===== src/rtl/fwd_operand_mux_pkg.sv =====
`default_nettype none
// ============================================================================
// Module   : fwd_pkg
// Purpose  : Shared constants for the operand-forwarding mux slice:
//            default operand/address widths, the select code meaning
//            "register file", the stage-to-select-code mapping and the
//            statistics counter width.
// Ports    : none (package)
// Revision : 1.0  initial release
// ============================================================================
package fwd_pkg;

  localparam int DATA_W_DEF = 32;
  localparam int REG_AW_DEF = 5;
  localparam int CNT_W      = 16;

  // Select code 0 always means "take the register-file value".
  localparam int SEL_RF     = 0;

  // Forwarding stage k is reported as select code k+1.
  function automatic int stage_code(input int k);
    return k + 1;
  endfunction

endpackage
`default_nettype wire


===== src/rtl/fwd_operand_mux_if.sv =====
`default_nettype none
// ============================================================================
// Module   : fwd_operand_mux_if
// Purpose  : Bundles the operand request, forwarding-stage bus and the
//            registered operand result of one forwarding mux instance.
// Ports    : master - pipeline side (drives request/forwarding/stall/flush)
//            slave  - forwarding mux (drives hazard and out_*)
// Revision : 1.0  initial release
// ============================================================================
interface fwd_operand_mux_if #(
  parameter int DATA_W = 32,
  parameter int REG_AW = 5,
  parameter int NFWD   = 2,
  parameter int SEL_W  = $clog2(NFWD + 1)
);
  logic                   in_valid;
  logic [REG_AW-1:0]      src_addr;
  logic [DATA_W-1:0]      rf_data;
  logic [NFWD*DATA_W-1:0] fwd_data;
  logic [NFWD*REG_AW-1:0] fwd_addr;
  logic [NFWD-1:0]        fwd_wen;
  logic [NFWD-1:0]        fwd_pend;
  logic                   stall;
  logic                   flush;
  logic                   hazard;
  logic                   out_valid;
  logic [DATA_W-1:0]      out_data;
  logic [SEL_W-1:0]       out_sel;

  modport master (
    output in_valid, src_addr, rf_data, fwd_data, fwd_addr, fwd_wen,
           fwd_pend, stall, flush,
    input  hazard, out_valid, out_data, out_sel
  );

  modport slave (
    input  in_valid, src_addr, rf_data, fwd_data, fwd_addr, fwd_wen,
           fwd_pend, stall, flush,
    output hazard, out_valid, out_data, out_sel
  );
endinterface
`default_nettype wire


===== src/rtl/fwd_operand_mux_prio_enc.sv =====
`default_nettype none
// ============================================================================
// Module   : fwd_prio_enc
// Purpose  : Per-stage destination/source address compare with
//            youngest-first (lowest index) priority encoding.
// Ports    : src_addr_i  source register address
//            fwd_addr_i  packed per-stage destination addresses
//            fwd_wen_i   per-stage write enables
//            fwd_pend_i  per-stage result-pending flags
//            match_o     some stage matches
//            idx_o       index of the winning (youngest) stage
//            pend_o      winning stage is pending
// Revision : 1.0  initial release
// ============================================================================
module fwd_prio_enc #(
  parameter int NFWD   = 2,
  parameter int REG_AW = 5,
  parameter int IDX_W  = (NFWD > 1) ? $clog2(NFWD) : 1
) (
  input  logic [REG_AW-1:0]      src_addr_i,
  input  logic [NFWD*REG_AW-1:0] fwd_addr_i,
  input  logic [NFWD-1:0]        fwd_wen_i,
  input  logic [NFWD-1:0]        fwd_pend_i,
  output logic                   match_o,
  output logic [IDX_W-1:0]       idx_o,
  output logic                   pend_o
);

  // Scan oldest to youngest so the youngest match is the last assignment.
  // Only the winner's pending flag matters: an older ready copy of the
  // register is stale and must never bypass a pending producer.
  always_comb begin
    match_o = 1'b0;
    idx_o   = '0;
    pend_o  = 1'b0;
    for (int k = NFWD - 1; k >= 0; k--) begin
      if (fwd_wen_i[k] && (src_addr_i != '0) &&
          (fwd_addr_i[k*REG_AW +: REG_AW] == src_addr_i)) begin
        match_o = 1'b1;
        idx_o   = IDX_W'(k);
        pend_o  = fwd_pend_i[k];
      end
    end
  end

endmodule
`default_nettype wire


===== src/rtl/fwd_operand_mux.sv =====
`default_nettype none
// ============================================================================
// Module   : fwd_operand_mux
// Purpose  : Operand forwarding mux with registered output stage. Selects
//            the youngest matching forwarding stage (or the register file),
//            flags a hazard when that stage is still pending, and registers
//            the operand under stall/flush control.
// Ports    : clk        rising-edge clock
//            rst        synchronous active-high reset
//            bus        fwd_operand_mux_if.slave (request, stages, result)
//            fwd_cnt_o  saturating forwarded-operand count   (FWD_STATS_EN)
//            haz_cnt_o  saturating hazard-cycle count        (FWD_STATS_EN)
// Config   : FWD_STATS_EN adds the two statistics counters and their ports.
// Revision : 1.0  initial release
// ============================================================================
module fwd_operand_mux
  import fwd_pkg::*;
#(
  parameter int DATA_W = DATA_W_DEF,
  parameter int REG_AW = REG_AW_DEF,
  parameter int NFWD   = 2
) (
  input  logic                clk,
  input  logic                rst,
  fwd_operand_mux_if.slave    bus
`ifdef FWD_STATS_EN
  ,
  output logic [CNT_W-1:0]    fwd_cnt_o,
  output logic [CNT_W-1:0]    haz_cnt_o
`endif
);

  localparam int SEL_W = $clog2(NFWD + 1);
  localparam int IDX_W = (NFWD > 1) ? $clog2(NFWD) : 1;

  logic              match;
  logic [IDX_W-1:0]  win_idx;
  logic              win_pend;
  logic              hazard;
  logic [DATA_W-1:0] sel_data;
  logic [SEL_W-1:0]  sel_code;

  logic              valid_q, valid_d;
  logic [DATA_W-1:0] data_q,  data_d;
  logic [SEL_W-1:0]  sel_q,   sel_d;
  logic              load;

  fwd_prio_enc #(
    .NFWD   (NFWD),
    .REG_AW (REG_AW),
    .IDX_W  (IDX_W)
  ) u_prio_enc (
    .src_addr_i (bus.src_addr),
    .fwd_addr_i (bus.fwd_addr),
    .fwd_wen_i  (bus.fwd_wen),
    .fwd_pend_i (bus.fwd_pend),
    .match_o    (match),
    .idx_o      (win_idx),
    .pend_o     (win_pend)
  );

  always_comb begin
    sel_data = bus.rf_data;
    sel_code = SEL_W'(SEL_RF);
    if (match) begin
      sel_data = bus.fwd_data[win_idx*DATA_W +: DATA_W];
      sel_code = SEL_W'(stage_code(int'(win_idx)));
    end
  end

  // Hazard is independent of stall; the upstream hazard unit merges them.
  assign hazard = bus.in_valid && match && win_pend;

  // Priority below reset: flush > stall > load.
  always_comb begin
    valid_d = valid_q;
    data_d  = data_q;
    sel_d   = sel_q;
    load    = 1'b0;
    if (bus.flush) begin
      valid_d = 1'b0;
    end else if (!bus.stall) begin
      valid_d = bus.in_valid && !hazard;
      if (valid_d) begin
        load   = 1'b1;
        data_d = sel_data;
        sel_d  = sel_code;
      end
    end
  end

  always_ff @(posedge clk) begin
    if (rst) begin
      valid_q <= 1'b0;
      data_q  <= '0;
      sel_q   <= '0;
    end else begin
      valid_q <= valid_d;
      data_q  <= data_d;
      sel_q   <= sel_d;
    end
  end

  assign bus.hazard    = hazard;
  assign bus.out_valid = valid_q;
  assign bus.out_data  = data_q;
  assign bus.out_sel   = sel_q;

`ifdef FWD_STATS_EN
  logic [CNT_W-1:0] fwd_cnt_q, fwd_cnt_d;
  logic [CNT_W-1:0] haz_cnt_q, haz_cnt_d;

  always_comb begin
    fwd_cnt_d = fwd_cnt_q;
    haz_cnt_d = haz_cnt_q;
    if (load && (sel_code != SEL_W'(SEL_RF)) && (fwd_cnt_q != '1))
      fwd_cnt_d = fwd_cnt_q + 1'b1;
    if (hazard && !bus.stall && (haz_cnt_q != '1))
      haz_cnt_d = haz_cnt_q + 1'b1;
  end

  always_ff @(posedge clk) begin
    if (rst) begin
      fwd_cnt_q <= '0;
      haz_cnt_q <= '0;
    end else begin
      fwd_cnt_q <= fwd_cnt_d;
      haz_cnt_q <= haz_cnt_d;
    end
  end

  assign fwd_cnt_o = fwd_cnt_q;
  assign haz_cnt_o = haz_cnt_q;
`endif

endmodule
`default_nettype wire


===== src/flat_wrapper.sv =====
// flat-port wrapper written by rule: the top's interface ports become plain ports
module fwd_operand_mux_flat import fwd_pkg::*;
#(
  parameter int DATA_W = DATA_W_DEF,
  parameter int REG_AW = REG_AW_DEF,
  parameter int NFWD   = 2
)
  (clk, rst, bus_in_valid, bus_src_addr, bus_rf_data, bus_fwd_data, bus_fwd_addr, bus_fwd_wen, bus_fwd_pend, bus_stall, bus_flush, bus_hazard, bus_out_valid, bus_out_data, bus_out_sel);
  fwd_operand_mux_if #(.DATA_W(DATA_W), .REG_AW(REG_AW), .NFWD(NFWD)) bus_i ();
  input  logic clk;
  input  logic rst;
  input wire logic [$bits(bus_i.in_valid)-1:0] bus_in_valid;
  input wire logic [$bits(bus_i.src_addr)-1:0] bus_src_addr;
  input wire logic [$bits(bus_i.rf_data)-1:0] bus_rf_data;
  input wire logic [$bits(bus_i.fwd_data)-1:0] bus_fwd_data;
  input wire logic [$bits(bus_i.fwd_addr)-1:0] bus_fwd_addr;
  input wire logic [$bits(bus_i.fwd_wen)-1:0] bus_fwd_wen;
  input wire logic [$bits(bus_i.fwd_pend)-1:0] bus_fwd_pend;
  input wire logic [$bits(bus_i.stall)-1:0] bus_stall;
  input wire logic [$bits(bus_i.flush)-1:0] bus_flush;
  output wire logic [$bits(bus_i.hazard)-1:0] bus_hazard;
  output wire logic [$bits(bus_i.out_valid)-1:0] bus_out_valid;
  output wire logic [$bits(bus_i.out_data)-1:0] bus_out_data;
  output wire logic [$bits(bus_i.out_sel)-1:0] bus_out_sel;
  assign bus_i.in_valid = bus_in_valid;
  assign bus_i.src_addr = bus_src_addr;
  assign bus_i.rf_data = bus_rf_data;
  assign bus_i.fwd_data = bus_fwd_data;
  assign bus_i.fwd_addr = bus_fwd_addr;
  assign bus_i.fwd_wen = bus_fwd_wen;
  assign bus_i.fwd_pend = bus_fwd_pend;
  assign bus_i.stall = bus_stall;
  assign bus_i.flush = bus_flush;
  assign bus_hazard = bus_i.hazard;
  assign bus_out_valid = bus_i.out_valid;
  assign bus_out_data = bus_i.out_data;
  assign bus_out_sel = bus_i.out_sel;
  fwd_operand_mux #(.DATA_W(DATA_W), .REG_AW(REG_AW), .NFWD(NFWD)) u_core (.clk(clk), .rst(rst), .bus(bus_i));
endmodule

===== config.mk =====
export PLATFORM = sky130hd
export DESIGN_NAME = fwd_operand_mux_flat
export DESIGN_NICKNAME = d
export VERILOG_FILES = /design/src/rtl/fwd_operand_mux_pkg.sv /design/src/rtl/fwd_operand_mux_if.sv /design/src/rtl/fwd_operand_mux_prio_enc.sv /design/src/rtl/fwd_operand_mux.sv /design/src/flat_wrapper.sv
export SDC_FILE = /design/constraint.sdc
export NUM_CORES = 1
export LEC_CHECK = 0
export CAP_MARGIN = 15
export CORE_AREA = 3 3 94 96
export CTS_CLUSTER_DIAMETER = 100
export DETAILED_ROUTE_END_ITERATION = 12
export DIE_AREA = 0 0 97 99
export PLACE_DENSITY_LB_ADDON = 0.1
export SKIP_CTS_REPAIR_TIMING = 1
export SLEW_MARGIN = 20
export SYNTH_ARGS = -nofsm -noshare
export SYNTH_HDL_FRONTEND = slang
export SYNTH_SLANG_ARGS = --single-unit

===== constraint.sdc =====
create_clock -name clk -period 2.8 [get_ports clk]
set_input_delay 0.28 -clock clk [delete_from_list [all_inputs] [get_ports clk]]
set_output_delay 0.28 -clock clk [all_outputs]
set_load 0.03 [all_outputs]

; ---- Word level (Yosys, flattened, before mapping)
; Index checks and enable logic that the tools add are counted.
[word_totals]
reg_bits = 35
inputBits = 120
output_inout_bits = 36
elab_cells = 27
[classes]
n_addsub = 1
eq_ne = 2
shift = 1
n_mux = 7
n_bitwise = 2
reduce_logical = 11
[op_table]
columns = operator, count
row1 = 64-bit by 7-bit variable part select with 32-bit output, 1
row2 = 32-bit 2-to-1 mux, 1
row3 = 5-bit == test, 2
row4 = 1-bit logical AND, 7
row5 = 1-bit 2-to-1 mux, 5
row6 = 5-bit nonzero test, 1
row7 = 3-bit AND reduction, 1
row8 = "1-bit by 1-bit adder with 2-bit output, second input constant", 1
row9 = 2-bit 2-to-1 mux, 1
row10 = 1-bit inverter, 2
row11 = 2-bit OR reduction, 1
row12 = 1-bit logical NOT, 1

; ---- Depth between registers and ports, before layout
; Gate-level depths: netlist (run 1).
[depth]
ltp_word = 10
mapped_depth = 10
depth_no_buf = 6

; ---- Cells and area by module
; Synthesis (run 1) repeated with hierarchy kept, for this count alone.
[hier_totals]
cells_unflattened = 219
hier_area_um2 = 2013.2
[by_module_without_submodules]
columns = module, n_inst, cells_each, area_per_inst_um2, seq_area_each_um2
row1 = fwd_operand_mux, 1, 198, 1833.0, 700.7
row2 = fwd_prio_enc, 1, 21, 180.2, 0.0

; ---- Least setup slack after synthesis (run 1)
; OpenSTA, ideal clock, no wires.
[synth_timing]
kind = input port to output port
start = input port bus_src_addr[4]
end = output port bus_hazard
t_arrival_ps = 2176
path_slack_ps = 344
cell_stages = 6
path_buffers = 1
path_cell_list = xor2_1 > nor4_2 > nand4_2 > or3b_1 > buf_2 > a21boi_0
[synth_via]
elab_chain_len = 7
elab_cells_between_ends = 13
classes_between = 2 x eq/ne / 4 x mux / 7 x reduce/logical
[synth_rtl]
columns = element, line
row1 = "start, declared", flat_wrapper.sv:13  ; input wire logic [$bits(bus_i.src_addr)-1:0] bus_src_addr;
row2 = 5-bit nonzero test, fwd_operand_mux_prio_enc.sv:37  ; if (fwd_wen_i[k] && (src_addr_i != '0) &&
row3 = 1-bit logical AND (2 in a row), fwd_operand_mux_prio_enc.sv:37
row4 = 1-bit 2-to-1 mux (2 in a row), fwd_operand_mux_prio_enc.sv:37
row5 = 1-bit logical AND, fwd_operand_mux.sv:72  ; assign hazard = bus.in_valid && match && win_pend;
row6 = 1-bit logical AND (*), fwd_operand_mux.sv:72
row7 = "end, declared", flat_wrapper.sv:21  ; output wire logic [$bits(bus_i.hazard)-1:0] bus_hazard;
; Mark *: on every way between the ends. The rest lies on a longest branch, timed or not.

; ---- Worst setup path in the final report (run 1)
; Ends and elaborated chain as after synthesis.

==> results of run 1 <==
-- through the flow --
stage                     std cells  area (um^2)
after floorplan                 181         2060
after global placement          433         3730
after detailed placement        433         3730
after CTS                       441         3810
after global routing            441         3810
final                           441         3810
-- worst max-delay path, cell delays in order --
cell and delay (ps):
clkdlybuf4s50_1 460, xor2_1 190, nor4_2 310, nand4_2 160, or3b_1 470, a21boi_0 210
buf_4 190
-- worst max path at each step --
stage,slack [ps],to,depth (start not counted)
after floorplan,340,bus_hazard,6
after global placement,150,u_core.bus.out_data[7],7
after detailed placement,180,u_core.bus.out_data[6],7
after CTS,240,bus_hazard,7
after global routing,120,bus_hazard,7
final,260,bus_hazard,7
-- logic make-up after synthesis --
kind of cell	synth area share, %
AOI/OAI and AO/OA	16.7
xor gates and xnor gates	4.24
buffers and inverters	4.85
DFF	33.9
muxes	34.9
and+or+nand+nor	5.33
-- per-layer routing --
layer / part of all wire, % / up-vias
li1: - / 991
met1: 43 / 895
met2: 46 / 87
met3: 9.1 / 7
met4: 1.4 / 0
met5: 0 / -
-- registers in the layout (all words and copies together), names as in the netlist --
register / count
u_core.bus.out_data: 32
u_core.bus.out_sel: 2
u_core.bus.out_valid: 1
-- synth_stat cells (all sizes together) --
cell	number	share of area (%)
a31oi	1	1.0
mux2	64	35
nand3b	1	0.36
xor2	8	3.4
nand2	2	0.36
a21boi	1	0.36
xnor2	2	0.85
nor2b	2	0.61
dfxtp	35	34
buf	10	3.6
nand4	2	0.91
nor3	2	0.48
nor4	2	0.91
or3b	1	0.42
a21oi	2	0.48
nor2	2	0.36
clkbuf	5	0.91
a32oi	1	0.42
and4	1	0.42
a22o	32	14
a31o	2	0.85
and4b	1	0.48
inv	2	0.36
-- power breakdown --
group,internal (mW),switching (mW)
Sequential,0.515,0.00867
Combinational,0.247,0.119
Clock,0.174,0.168
Total,0.937,0.295
-- final cells by class --
| class | instances | area share (%) |
|---|---|---|
| repair buffers | 162 | 42.7 |
| multi-input cells | 129 | 33.2 |
| flip-flops and latches | 35 | 18.4 |
| well taps | 105 | 3.45 |
| clock buffers | 7 | 2.00 |
| inverters | 2 | 0.197 |
| clock inverters | 1 | 0.131 |
==> metrics.yaml, run 1 <==
final_layout:
  layout_common_cells: "clkdlybuf4s50_1, mux2_2, dfxtp_1"
  area_growth_pct: 84.7
  final_layout_size_suffix_gt1_share_pct: 24.4
  diodes: 0
  final_common_cell: "clkdlybuf4s50_1"
  n_fill_cell: 766
  final-seq-area_um2: 701
  multi_input_comb_area_um2: 1260
  fin_util_pct: 46.9
  nets: 455
power:
  p_total_mw: 1.23
  power_density_nw_per_um2: 323
  ir_worst_vdd_mv: 0.124
  p_leak_nw: 1.41
floorplanning:
  start_util_pct: 25.4
  core_um2: 8130
  dieArea_um2: 9600
  die_x_um: 97
  die_h_um: 99
  row_count: 33
  io_pins: 156
grt:
  grt_pass1_wl_um: 10800
  grt_pass1_vias: 2076
  grt_overflow_total: 0
  grtUsageTotal_pct: 13.8
  gr-usage-met2_pct: 23.2
  antenna_found_initial: 0
  busiest_layer: "met2"
  grt_max_degree: 33
  grt_util_met3_pct: 5.38
  globalRouteMet1Util_pct: 16.3
sta:
  period_share_pct: 90.9
  fin_crit_ps: 2540
  tns_ps: 0
  relSlewSlack_pct: 65.8
  fmax_mhz: 393
  whs_ps: 478
  hold_viol_final: 0
  rsz0062_at_grt: "no"
  setup_viol: 0
  setup_slack_ps: 256
  fin_worst_skew_ps: 0
  worstMarginPinSlew_ps: 512
  slew_violations: 0
drt:
  vias: 1980
  wl_per_cell_um: 15.0
  drt_wl_total_um: 6620
  drt_iter0_drc: 57
  ant_nets: 0
  routed_via_density: 4.49
  drc: 0
  dr.pass1.iters: 4
clock_tree:
  clk_latency_ps: 280
  numCtsBuffers: 5
  h-tree-depth: 2
  cts-root-buf: "clkbuf_8"
  clk_pin_slew_worst_paths_ps: 60
  cts_tree: "built"
  cts.sinks: 35
  cts_max_path_buffers: 2
place:
  dpl.hpwl_um: 5140
  port_buffers: 155
  gp_routability_congestion: 0.749
  post-place-ws_ps: 178
setup_path:
  cp-startpoint: "bus_src_addr[4]"
  startpoint_type: "primary input"
  timing.rr.end: "u_core.bus.out_sel[1]"
  reg2reg_from: "u_core.bus.out_sel[1]"
  r2r_setup_slack_ps: 2070
  rr_worst_depth: 3
  endpoint_kind: "output pin"
  worstSetupPathType: "primary input to output pin"
  cp.arrival_ps: 2260
  worstPathRequired_ps: 2520
  crit_path_max_fanout: 4
synthesis:
  syn_nets: 301
  yosysSeqAreaShare_pct: 33.9
  synthCells: 181
  syn_area_um2: 2060
  synth_cell_type_count: 27
  synth_seq_cells: 35
  avgSynthCellArea_um2: 11.4
  synth_warnings: 0
min_path:
  hold_path_end: "u_core.bus.out_data[9]"
  hold_class: "flop to flop"
  holdPathStages: 1
  worst_hold_startpoint: "u_core.bus.out_data[9]"
status:
  status: "finished clean"
job:
  drv_cap: 0
(Power assumes the default switching activity.)
==> run 2: changes to the inputs <==
--- a/config.mk
+++ b/config.mk
@@ -5,9 +5,11 @@
 export SDC_FILE = /design/constraint.sdc
 export NUM_CORES = 1
 export LEC_CHECK = 0
-export CAP_MARGIN = 15
+export CAP_MARGIN = 30
 export CORE_AREA = 3 3 94 96
+export CTS_BUF_LIST = sky130_fd_sc_hd__clkbuf_16
 export CTS_CLUSTER_DIAMETER = 100
+export CTS_CLUSTER_SIZE = 12
 export DETAILED_ROUTE_END_ITERATION = 12
 export DIE_AREA = 0 0 97 99
 export PLACE_DENSITY_LB_ADDON = 0.1
==> run 2 against run 1 <==
Sequential share of layout area shrank 0.27 points. Wire length up 0.36%. Clock skew unchanged. Largest power group unchanged. Global-route usage grew 0.074 points. Largest cell class unchanged. Core utilization rose by 0.69 points. First-iteration DRC count increased by 5.3%. Non-clock buffer count is the same. Combinational power barely moved.
==> metrics.yaml, run 2 (synthesized netlist as in run 1, its figures left out) <==
drt:
  drt_wl_total_um: 6640  # +0.36%
  drt_iter0_drc: 60  # +5.3%
  routed_via_density: 4.51  # +0.45%
  dr.pass1.iters: 4  # unchanged
  wl_per_cell_um: 15.1  # +0.36%
  vias: 1989  # +0.45%
  ant_nets: 0  # unchanged
  drc: 0  # unchanged
place:
  gp_routability_congestion: 0.749  # unchanged
  port_buffers: 155  # unchanged
  place_area_um2: 3730  # unchanged
  dpl.hpwl_um: 5140  # unchanged
  post-place-ws_ps: 178  # unchanged
final_layout:
  final_area_um2: 3870  # +1.5%
  diodes: 0  # unchanged
  nets: 455  # unchanged
  layout_common_cells: "clkdlybuf4s50_1, mux2_2, dfxtp_1"
  largest_register_ff_count: 32  # unchanged
  final_layout_size_suffix_gt1_share_pct: 24.4  # unchanged
  area_growth_pct: 87.4
  final_common_cell: "clkdlybuf4s50_1"
status:
  status: "finished clean"
clock_tree:
  cts_max_path_buffers: 2  # unchanged
  clk_pin_slew_worst_paths_ps: 50  # about the same
  cts_tree: "built"
  h-tree-depth: 2  # unchanged
  numCtsBuffers: 5  # unchanged
  clk_latency_ps: 270  # about the same
  cts.sinks: 35  # unchanged
  cts-root-buf: "clkbuf_16"
min_path:
  holdPathStages: 1  # unchanged
  hold_path_end: "u_core.bus.out_data[22]"
  hold_class: "flop to flop"
  worst_hold_startpoint: "u_core.bus.out_data[22]"
setup_path:
  worstPathRequired_ps: 2520  # about the same
  crit_path_max_fanout: 4  # unchanged
  r2r_setup_slack_ps: 2080  # about the same
  timing.rr.end: "u_core.bus.out_sel[1]"
  rr_worst_depth: 3  # unchanged
  worstSetupPathType: "primary input to output pin"
  cp.arrival_ps: 2260  # about the same
  max_stage_delay_ps: 470  # about the same
  endpoint_kind: "output pin"
  path_delay_family: "simple AND/OR/NAND/NOR gates"
  reg2reg_from: "u_core.bus.out_sel[1]"
  crit_slowest_cell: "or3b_1"
  cp_num_buf_inv: 2  # unchanged
  startpoint_type: "primary input"
  path_cells: "clkdlybuf4s50_1 -> xor2_1 -> nor4_2 -> nand4_2 -> or3b_1 -> a21boi_0 -> buf_4"
sta:
  fin_worst_skew_ps: 0  # unchanged
  slew_violations: 0  # unchanged
  worstMarginPinSlew_ps: 512  # +0.627 ps
  setup_slack_ps: 255  # -0.262 ps
  rsz0062_at_grt: "no"
  whs_ps: 475  # -3.43 ps
  fin_crit_ps: 2540  # +0.262 ps
  hold_viol_final: 0  # unchanged
  relSlewSlack_pct: 65.8  # about the same
  fmax_mhz: 393  # about the same
  tns_ps: 0  # unchanged
  period_share_pct: 90.9  # about the same
  setup_viol: 0  # unchanged
power:
  power_density_nw_per_um2: 362  # +12%
  ir_worst_vdd_mv: 0.169  # +36%
  p_total_mw: 1.40  # +14%
  p_leak_nw: 1.44  # +2.4%
floorplanning:
  die_h_um: 99  # unchanged
  core_um2: 8130  # unchanged
  die_x_um: 97  # unchanged
  dieArea_um2: 9600  # unchanged
  row_count: 33  # unchanged
  start_util_pct: 25.4  # unchanged
  io_pins: 156  # unchanged
grt:
  grtUsageTotal_pct: 13.9  # +0.074 points
  grt_overflow_total: 0  # unchanged
  grt_pass1_vias: 2078  # +0.096%
  grt_pass1_wl_um: 10800  # +0.32%
  antenna_found_initial: 0  # unchanged
  grt_max_degree: 33  # unchanged
job:
  drv_cap: 0  # unchanged
## run 2: routing by layer
| metal | global-route usage, % | vias to the layer above | part of all wire, % |
|---|---|---|---|
| li1 | - | 992 | - |
| met1 | 16.3 | 903 | 43 |
| met2 | 23.3 | 87 | 47 |
| met3 | 5.17 | 7 | 9.1 |
| met4 | 5.08 | 0 | 1.7 |
| met5 | 0 | - | 0 |
## run 2: per-stage QoR
| stage | util, % | std cells |
|---|---|---|
| after floorplan | - | 181 |
| after global placement | 45.9 | 433 |
| after detailed placement | 45.9 | 433 |
| after CTS | 47.6 | 441 |
| after global routing | 47.6 | 441 |
| final | 47.6 | 441 |
## run 2: report_power, final
group	switching [mW]	leakage, nW	total, mW	internal, mW
sequential	0.00864	0.284	0.525	0.516
combinational	0.119	1.08	0.366	0.247
clock	0.188	0.0762	0.508	0.321
## run 2: cell type report
class,instances,area [um^2]
well taps,105,131
inverters,2,7.51
clock buffers,5,125
repair buffers,162,1630
flip-flops and latches,35,701
multi-input cells,129,1260
clock inverters,3,12.5
fillers,761,4270
## run 2: worst reg2reg max path, cell delays in order, from the launching register on
cell     delay, ps
dfxtp_1        330
inv_1           40
a31o_1         170
a21oi_1        110
## run 2: worst max-delay path by stage
stage,start,to,slack (ps),depth (start not counted)
3_3_place_gp,bus_src_addr[4],u_core.bus.out_data[7],150,7
6_report,bus_src_addr[4],bus_hazard,260,7
4_1_cts,bus_src_addr[4],bus_hazard,240,7
5_1_grt,bus_src_addr[4],bus_hazard,120,7
3_5_place_dp,bus_src_addr[4],u_core.bus.out_data[6],180,7
2_1_floorplan,bus_src_addr[4],bus_hazard,340,6
==> run 3: changes to the inputs <==
--- a/config.mk
+++ b/config.mk
@@ -6,12 +6,12 @@
 export NUM_CORES = 1
 export LEC_CHECK = 0
 export CAP_MARGIN = 30
-export CORE_AREA = 3 3 94 96
+export CORE_AREA = 3 3 68 133
 export CTS_BUF_LIST = sky130_fd_sc_hd__clkbuf_16
 export CTS_CLUSTER_DIAMETER = 100
 export CTS_CLUSTER_SIZE = 12
 export DETAILED_ROUTE_END_ITERATION = 12
-export DIE_AREA = 0 0 97 99
+export DIE_AREA = 0 0 71 136
 export PLACE_DENSITY_LB_ADDON = 0.1
 export SKIP_CTS_REPAIR_TIMING = 1
 export SLEW_MARGIN = 20
==> run 3 against run 2 <==
First-iteration DRC count shrank 23%. Critical path depth is the same. Core utilization grew 0.76 points. Wire length grew 11%. Hold slack gained 0.66 ps. Critical path type unchanged. Critical endpoint unchanged.
==> metrics.yaml, run 3 (synthesized netlist as in run 1, its figures left out) <==
floorplanning:
  dieArea_um2: 9660  # +0.55%
  io_pins: 156  # unchanged
  row_count: 46  # +39%
  core_um2: 8060  # -0.94%
  die_h_um: 136  # +37%
  die_x_um: 71  # -27%
  start_util_pct: 25.6  # +0.24 points
final_layout:
  multi_input_comb_area_um2: 1260  # unchanged
  diodes: 0  # unchanged
  final-seq-area_um2: 701  # unchanged
  nets: 457  # +0.44%
  fin_util_pct: 48.3  # +0.76 points
  final_layout_size_suffix_gt1_share_pct: 24.9  # +0.52 points
  final_area_um2: 3890  # +0.65%
  largest_register_ff_count: 32  # unchanged
  n_fill_cell: 770  # +1.2%
  layout_common_cells: "clkdlybuf4s50_1, mux2_2, dfxtp_1"
  final_common_cell: "clkdlybuf4s50_1"
  area_growth_pct: 88.6
sta:
  slew_violations: 0  # unchanged
  relSlewSlack_pct: 68.3  # +2.5 points
  hold_viol_final: 0  # unchanged
  period_share_pct: 92.7  # +1.9 points
  setup_viol: 0  # unchanged
  worstMarginPinSlew_ps: 475  # -37.7 ps
  tns_ps: 0  # unchanged
  fmax_mhz: 385  # -2.0%
  rsz0062_at_grt: "no"
  fin_worst_skew_ps: 0  # unchanged
  fin_crit_ps: 2600  # +52.4 ps
place:
  dpl.hpwl_um: 6050  # +18%
  gp_routability_congestion: 0.839  # +12%
  place_area_um2: 3730  # +0.10%
  port_buffers: 155  # unchanged
power:
  ir_worst_vdd_mv: 0.231  # +36%
  power_density_nw_per_um2: 383  # +6.0%
  p_leak_nw: 1.46  # +1.2%
drt:
  wl_per_cell_um: 17.0  # +13%
  drt_iter0_drc: 46  # -23%
  ant_nets: 0  # unchanged
  dr.pass1.iters: 4  # unchanged
  routed_via_density: 4.63  # +2.7%
  drc: 0  # unchanged
  vias: 2006  # +0.85%
  drt_wl_total_um: 7360  # +11%
setup_path:
  worstSetupPathType: "primary input to output pin"
  endpoint_kind: "output pin"
  cp.arrival_ps: 2320  # +60 ps
  crit_path_max_fanout: 4  # unchanged
  startpoint_type: "primary input"
  worstPathRequired_ps: 2520  # about the same
min_path:
  hold_class: "flop to flop"
status:
  status: "finished clean"
clock_tree:
  cts-root-buf: "clkbuf_16"
  numCtsBuffers: 5  # unchanged
  h-tree-depth: 2  # unchanged
  clk_latency_ps: 270  # about the same
  cts_max_path_buffers: 2  # unchanged
  clk_pin_slew_worst_paths_ps: 50  # about the same
  cts.sinks: 35  # unchanged
  cts_tree: "built"
grt:
  grt_util_met3_pct: 4.00  # -1.2 points
  gr-usage-met2_pct: 30.7  # +7.4 points
  grtUsageTotal_pct: 15.1  # +1.2 points
  grt_max_degree: 21  # -36%
  antenna_found_initial: 0  # unchanged
  grt_overflow_total: 0  # unchanged
  grt_pass1_wl_um: 11400  # +5.7%
  globalRouteMet1Util_pct: 14.5  # -1.8 points
  busiest_layer: "met2"
  grt_pass1_vias: 2250  # +8.3%
job:
  drv_cap: 0  # unchanged
==> run 3: cell count changes in the layout (fill, tap and decap cells not counted) <==
cell	before	now
bufinv_16	0	1
clkinv_2	1	0
buf_4	6	8
inv_1	4	3
==> run 3: power by group <==
part / switching (mW) / internal [mW]
clock network: 0.186 / 0.411
registers: 0.00932 / 0.516
logic: 0.120 / 0.250
==> run 3: per-stage QoR <==
stage	hold WS, ps	power (mW)	instances	setup WS, ps
after floorplan	349	0.679	181	344
after global placement	461	0.907	426	189
after detailed placement	466	0.909	426	175
after CTS	479	1.52	433	171
after global routing	489	1.56	433	57.5
final	476	1.49	433	203
==> run 3: layer usage <==
layer  vias up  part of all wire [%]
met5         -                     0
met2       106                    57
met4         0                  0.80
met3         4                   8.4
li1        997                     -
met1       899                    34
==> run 3: final timing paths <==
kind | cells after the start | to | slack [ps] | startpoint
worst max-delay path | 7 | bus_hazard | 200 | bus_src_addr[4]
worst min-delay path | 1 | u_core.bus.out_data[16] | 480 | u_core.bus.out_data[16]
worst max register to register | 3 | u_core.bus.out_sel[0] | 2060 | u_core.bus.out_sel[0]
worst min register to register | 1 | u_core.bus.out_data[16] | 480 | u_core.bus.out_data[16]
==> run 3: worst max-delay path: stages <==
cell and delay, ps:
clkdlybuf4s50_1 470, xor2_1 200, nor4_2 310, nand4_2 150
or3b_1 450, a21boi_0 250, buf_4 200
==> run 3: final cells by class <==
type                            count  area share, %
Timing Repair Buffer              164           42.2
Multi-Input combinational cell    129           32.5
Sequential cell                    35           18.0
Clock buffer                        5           3.21
Tap cell                           96           3.08
Clock inverter                      2          0.868
Inverter                            2          0.193
